`config.mk`:
```
export PLATFORM = sky130hd
export DESIGN_NAME = serial_subtractor
export DESIGN_NICKNAME = d
export VERILOG_FILES = /design/src/rtl/serial_subtractor.sv
export SDC_FILE = /design/constraint.sdc
export NUM_CORES = 1
export LEC_CHECK = 0
export ABC_AREA = 0
export BUFFER_PORTS_ARGS = -buffer_cell sky130_fd_sc_hd__buf_2
export CAP_MARGIN = 20
export CELL_PAD_IN_SITES_DETAIL_PLACEMENT = 0
export CELL_PAD_IN_SITES_GLOBAL_PLACEMENT = 1
export CORE_MARGIN = 2
export CORE_UTILIZATION = 35
export DETAILED_ROUTE_END_ITERATION = 10
export PLACE_DENSITY_LB_ADDON = 0.08
export SYNTH_ARGS = -nofsm -noshare
export SYNTH_HDL_FRONTEND = slang
export SYNTH_SLANG_ARGS = --single-unit
```
`constraint.sdc`:
```
create_clock -name clk -period 2.3 [get_ports clk]
set_input_delay 0.115 -clock clk [delete_from_list [all_inputs] [get_ports clk]]
set_output_delay 0.115 -clock clk [all_outputs]
set_load 0.05 [all_outputs]
```
`src/rtl/serial_subtractor.sv`:
```
// Bit-serial two's-complement subtractor.
// Computes a - b one bit per clock, LSB first, through a single full-subtractor
// cell and a borrow flop. A start/busy/done handshake frames each operation.
// Results and flags are registered and change only when an operation completes
// or on reset.
module serial_subtractor #(
   parameter int WIDTH = 8
) (
   input  logic             clk,
   input  logic             rst,
   input  logic             start,
   input  logic [WIDTH-1:0] a,
   input  logic [WIDTH-1:0] b,
   output logic             busy,
   output logic             done,
   output logic [WIDTH-1:0] diff,
   output logic             borrow_out,
   output logic             overflow,
   output logic             zero
);

   localparam int CW = $clog2(WIDTH);
   localparam logic [CW-1:0] LAST_BIT = CW'(WIDTH - 1);

   localparam logic [1:0] ST_IDLE  = 2'd0;
   localparam logic [1:0] ST_SHIFT = 2'd1;
   localparam logic [1:0] ST_DONE  = 2'd2;

   logic [1:0]       state_q, state_d;
   logic [WIDTH-1:0] sa_q, sa_d;
   logic [WIDTH-1:0] sb_q, sb_d;
   logic [WIDTH-1:0] res_q, res_d;
   logic             br_q, br_d;
   logic [CW-1:0]    cnt_q, cnt_d;
   logic             a_sign_q, a_sign_d;
   logic             b_sign_q, b_sign_d;
   logic [WIDTH-1:0] diff_q, diff_d;
   logic             borrow_q, borrow_d;
   logic             ovf_q, ovf_d;
   logic             zero_q, zero_d;

   // Single full-subtractor cell acting on the current LSBs and the borrow flop.
   // diff_full is what the result register will hold once this bit is shifted
   // in; on the last bit it is the complete difference.
   logic             d_bit;
   logic             br_next;
   logic [WIDTH-1:0] diff_full;

   assign d_bit     = sa_q[0] ^ sb_q[0] ^ br_q;
   assign br_next   = (~sa_q[0] & sb_q[0]) | (~(sa_q[0] ^ sb_q[0]) & br_q);
   assign diff_full = {d_bit, res_q[WIDTH-1:1]};

   // Next-state logic: operand capture on accept, one bit per SHIFT cycle,
   // result/flag update on the transition into DONE.
   always_comb begin
      state_d  = state_q;
      sa_d     = sa_q;
      sb_d     = sb_q;
      res_d    = res_q;
      br_d     = br_q;
      cnt_d    = cnt_q;
      a_sign_d = a_sign_q;
      b_sign_d = b_sign_q;
      diff_d   = diff_q;
      borrow_d = borrow_q;
      ovf_d    = ovf_q;
      zero_d   = zero_q;

      case (state_q)
         ST_IDLE, ST_DONE: begin
            // DONE accepts a new start directly so back-to-back operations
            // sustain one result every WIDTH+1 cycles.
            if (start) begin
               state_d  = ST_SHIFT;
               sa_d     = a;
               sb_d     = b;
               res_d    = '0;
               br_d     = 1'b0;
               cnt_d    = '0;
               a_sign_d = a[WIDTH-1];
               b_sign_d = b[WIDTH-1];
            end else begin
               state_d = ST_IDLE;
            end
         end
         ST_SHIFT: begin
            sa_d  = {1'b0, sa_q[WIDTH-1:1]};
            sb_d  = {1'b0, sb_q[WIDTH-1:1]};
            res_d = diff_full;
            br_d  = br_next;
            cnt_d = cnt_q + CW'(1);
            if (cnt_q == LAST_BIT) begin
               state_d  = ST_DONE;
               diff_d   = diff_full;
               borrow_d = br_next;
               // Signed overflow: operand signs differ and the result sign
               // (the bit just produced) disagrees with the minuend sign.
               ovf_d    = (a_sign_q ^ b_sign_q) & (d_bit ^ a_sign_q);
               zero_d   = (diff_full == '0);
            end
         end
         default: begin
            state_d = ST_IDLE;
         end
      endcase
   end

   // State and datapath registers; reset aborts any operation in flight.
   always_ff @(posedge clk) begin
      if (rst) begin
         state_q  <= ST_IDLE;
         sa_q     <= '0;
         sb_q     <= '0;
         res_q    <= '0;
         br_q     <= 1'b0;
         cnt_q    <= '0;
         a_sign_q <= 1'b0;
         b_sign_q <= 1'b0;
         diff_q   <= '0;
         borrow_q <= 1'b0;
         ovf_q    <= 1'b0;
         zero_q   <= 1'b0;
      end else begin
         state_q  <= state_d;
         sa_q     <= sa_d;
         sb_q     <= sb_d;
         res_q    <= res_d;
         br_q     <= br_d;
         cnt_q    <= cnt_d;
         a_sign_q <= a_sign_d;
         b_sign_q <= b_sign_d;
         diff_q   <= diff_d;
         borrow_q <= borrow_d;
         ovf_q    <= ovf_d;
         zero_q   <= zero_d;
      end
   end

   assign busy       = (state_q == ST_SHIFT);
   assign done       = (state_q == ST_DONE);
   assign diff       = diff_q;
   assign borrow_out = borrow_q;
   assign overflow   = ovf_q;
   assign zero       = zero_q;

endmodule
```
Word level (Yosys, flattened, before mapping) --
Cells that the tools add are included.
Cells by class: add/sub/neg operators 1, $mul 0, div/mod/pow operators 0, order comparisons 0, equal/unequal tests 5, shift-type cells 0, multiplexer cells 13, bitwise gates (word level) 10, reduce and logical (&&, ||, !) cells 7
Operators with widths (count):
- one-hot mux 8 bit (2 select lines) | 3
- two-way mux 8 bit | 3
- logical NOT 8 bit | 1
- one-hot mux 3 bit (2 select lines) | 1
- AND reduction 2 bit | 3
- one-hot mux 2 bit (2 select lines) | 1
- XOR 1 bit | 4
- adder 3 x 1 -> 3 bit (second input constant) | 1
- bitwise AND 1 bit | 3
- equality test 3 bit (second input constant) | 1
- two-way mux 3 bit | 1
- equality test 2 x 1 -> 1 bit (second input constant) | 1
- equality test 2 bit (second input constant) | 1
- logical NOT 2 bit | 1
- two-way mux 1 bit | 2
- two-way mux 2 bit | 1
- != test 2 x 1 -> 1 bit (second input constant) | 1
- != test 2 bit (second input constant) | 1
- NOT 1 bit | 2
- one-hot mux 1 bit (2 select lines) | 1
- nonzero test 2 bit | 1
- OR reduction 2 bit | 1
- OR 1 bit | 1
Storage, ports and cells: flip-flop bits (word level) 43, latch bits 0, memory bits (writable) 0, memory bits (read-only) 0, input port bits 19, word-level logic and storage cells 48, memories kept 0

Depth between registers and ports, before layout --
word-level depth 5, gate-level depth with buffers 6, depth with buffers taken out 5

Least setup slack after synthesis --
OpenSTA, ideal clock, no wires.
kind reg2reg, start point register sa_q[0], end point register ovf_q, in the netlist overflow, data arrival time 1.579 ns, required time 2.209 ns, slack 0.630 ns, stages on the path, launching flop included 5, buffers on the path 0, clock period less this slack 1.670 ns, cell sequence dfxtp_1 > inv_1 > fa_1 > or3b_2 > a311oi_1
Between the ends: longest elaborated chain between the ends 4
Ends and longest elaborated chain:
- start: declaration | line 30 | logic [WIDTH-1:0] sa_q, sa_d;
- start signal: assignment | line 112 | sa_q <= '0;
- start signal: assignment | line 125 | sa_q <= sa_d;
- XOR 1 bit (2 in a row) | line 49 | assign d_bit = sa_q[0] ^ sb_q[0] ^ br_q;
- XOR 1 bit | line 98 | ovf_d = (a_sign_q ^ b_sign_q) & (d_bit ^ a_sign_q);
- bitwise AND 1 bit | line 98
- end signal: assignment | line 134 | ovf_q <= ovf_d;
- end: declaration | line 39 | logic ovf_q, ovf_d;
Every way passes these cells. A chain may end at the register's enable or synchronous reset.

Worst setup path after layout --
Ends and elaborated chain as after synthesis.

==> results.txt <==
Once detail routing completed, the nets flagged for antenna violations numbered 0. Maximum number of pins on one net before global-route repair: 43. The tools report the number of global-route vias before repair as 1345. Setup slack on the worst reg-to-reg path comes out at 530 ps.

Before CTS, the worst setup slack after placement is 524.3 ps. The synthesized area is 0.001730 mm², and the vertical die dimension is 74.32 µm. The max-slew violation total from the final report was 0.

The path type of the worst min-delay path is in -> reg. The worst-case reg-to-reg path depth came out at 4. The setup slack after layout is 525.3 ps, and the instance count of the mapped netlist is 210. The number of maximum-capacitance constraint violations was 0.

Type of the setup path with the least slack: reg -> reg. The clock tree synthesis step divided the H-tree into 2 levels. Of the available clock period, the critical path in the final layout requires 77.16%. STA classifies the critical path startpoint as a flop.

Buffers added to address setup during post-CTS repair amount to 0. In this run, post-CTS hold repair placed 0 buffers. The initial antenna violation count was 0.

The tree is rooted in a clkbuf_8. The clock drives 42 sinks. For this configuration, the core starts out at a cell density of 36.39%. The average instance in the mapped netlist occupies 8.240 µm².

Final design utilization: 41.97%. The run gives 89 as the initial detailed-routing violation count. In this run the standard cell core region covers 0.004755 mm². The sum of routed wire length over all layers is 3.651 mm. The synthesized flop and latch total is 42.

The worst hold path depth is 3. The count of input and output buffers works out to 31. The final setup violation count was 0; the CTS buffer count was 5. The wire length per cell was 12.09 µm; the total half-perimeter wirelength after legalization and detailed placement was 2.397 mm.

The number of diodes added for antenna fixing was 0. Measured along the x axis, the die boundary spans 74.32 µm. The most common cell after layout, fill and taps aside is nand2_1. The post-CTS clock slew at the launch and capture registers of the worst setup and hold paths was 80 ps.

The run finished with clean final reports. TritonCTS built the clock tree. Reg-to-reg startpoint: sa_q[0]. The run gives 8.671 ps as the setup clock skew after layout. Setup repair after global routing left no endpoint under its margin. The sequential share of the synthesized area was 48.59%. For the maximum number of buffers from clock root to sink, the log shows 2. The run gives 563.5 MHz as the peak clock frequency supported by timing. The sort of element at the end of the critical path was a flop. The remaining routing DRC violations was 0; the global-route wire length before repair was 5.954 mm. For this run, the total global-route usage over all layers was measured as 14.34%. Data on the critical path arrives at its endpoint at 1970 ps. The net count of the finished layout is 257. The number of iterations in the first detailed-routing pass is 4.

The congestion estimate from routability-driven global placement came to 0.6953. The number of vias per cell after detailed routing came out at 4.901. STA puts the critical path data required time at 2500 ps. The fraction of final layout cells with drive strength greater than 1 works out to 17.87%.

The worst register-to-register path ends at overflow. The launch point of the worst hold path is a[5]. For this block, the via count after detailed routing is 1480. After floorplanning, the core was divided into 25 placement rows. The logs give 1.504 mW for the post-layout total power and 0.0003087 V for the peak supply drop. The number of synthesis warnings came out at 0. The residual overflow from global routing was 0; the relative slew slack was 49.84%. The power density relative to cell area was 753.9 mW/mm²; the insertion delay of the later-clocked pin in the worst-skew pair was 290 ps. The area growth from synthesis to layout came out at 15.33%. For the finished layout, the period the worst path requires is 1775 ps. The library cells used most frequently in the layout, excluding fill and tap cells, are nand2_1 (57), dfxtp_1 (42), buf_2 (31). Setup total negative slack on the finished layout was measured at 0 ps.

The pin slew with the least headroom to its limit is 752.5 ps. The die covers 0.005523 mm². The logs give 32 for the total I/O pin count and 0.7798 nW for the standby leakage power.

The tools report the number of endpoints with negative hold slack in the final report as 0. The path with the worst hold slack has its endpoint at sa_q[5]. After clock tree synthesis, the repair step resized 0 gates.

Yosys mapped the design onto 22 distinct sky130hd cell types. The post-synth net total is 233, and the maximum fanout along the worst path is 3.
## cell type report
type                       count  area [µm²]
clock buffer                   7       76.32
multi-input combinational    147       772.0
sequential                    42       840.8
fill                         519        2759
inverter                       4       15.01
clock inverter                 1       30.03
tap                           67       83.83
timing repair buffer          34       177.7
## worst max path at each step
stage | from | endpoint | slack [ps] | depth (start not counted)
floorplan | sa_q[0] | overflow | 630 | 4
global placement | sa_q[0] | overflow | 600 | 4
detailed placement | sa_q[0] | overflow | 520 | 4
CTS | sa_q[0] | overflow | 520 | 4
global route | sa_q[0] | overflow | 450 | 4
finish | sa_q[0] | overflow | 530 | 4
## sequential cells by signal, summed over array words and instances (netlist names), 2 cells and up
name / cells
cnt_q: 3
diff: 8
res_q: 7
sa_q: 8
sb_q: 8
state_q: 2
## kinds of logic (layout without fill, tap and decap cells)
kind of cell / after synthesis / count (layout) / share of synthesized area (%)
AND/OR/NAND/NOR: 102 / 102 / 25.45
buffers and inverters: 21 / 46 / 6.797
flip-flops: 42 / 42 / 48.59
adder cells (fa/ha/maj): 4 / 4 / 3.760
AO/OA/AOI/OAI: 41 / 41 / 15.40
## critical path, cell delays in order, from the launching register on
cell      delay [ps]
dfxtp_1          390
inv_1             80
fa_1             510
or3b_2           450
a311oi_1         260
## per-layer routing
metal  vias up  global-route usage (%)  wire, µm
met1       685                   16.95      1696
met4         0                   5.357        22
met5         -                       0         0
met2        34                   24.31      1753
li1        759                       -         -
met3         2                   4.743       179
## synthesized netlist by cell type (all sizes together)
cell / count / area, µm²
nor2b: 2 / 12.51
fa: 2 / 40.04
clkbuf: 5 / 18.77
ha: 2 / 25.02
nand2: 57 / 214.0
inv: 4 / 15.01
a211oi: 1 / 7.510
nor2: 18 / 67.56
o21a: 1 / 7.510
nand2b: 5 / 31.28
nand3b: 2 / 15.01
dfxtp: 42 / 840.8
a21oi: 24 / 120.1
a311oi: 15 / 131.4
buf: 12 / 83.83
nand3: 14 / 70.07
and3b: 1 / 8.760
or3b: 1 / 8.760
nor4: 2 / 12.51
## power by group
group	internal, mW	switching, mW	total [mW]
sequential	0.761	0.0225	0.783
clock	0.325	0.239	0.564
combinational	0.0589	0.0979	0.157
## metrics by stage
step	std cells	hold slack, ps	instance area, µm²
6_report	302	86.61	1996
5_1_grt	302	69.04	1996
4_1_cts	302	73.89	1996
3_5_place_dp	294	386.9	1889
3_3_place_gp	294	380.0	1889
2_1_floorplan	210	273.6	1730
No activity file was read; power rests on OpenSTA's default activity.
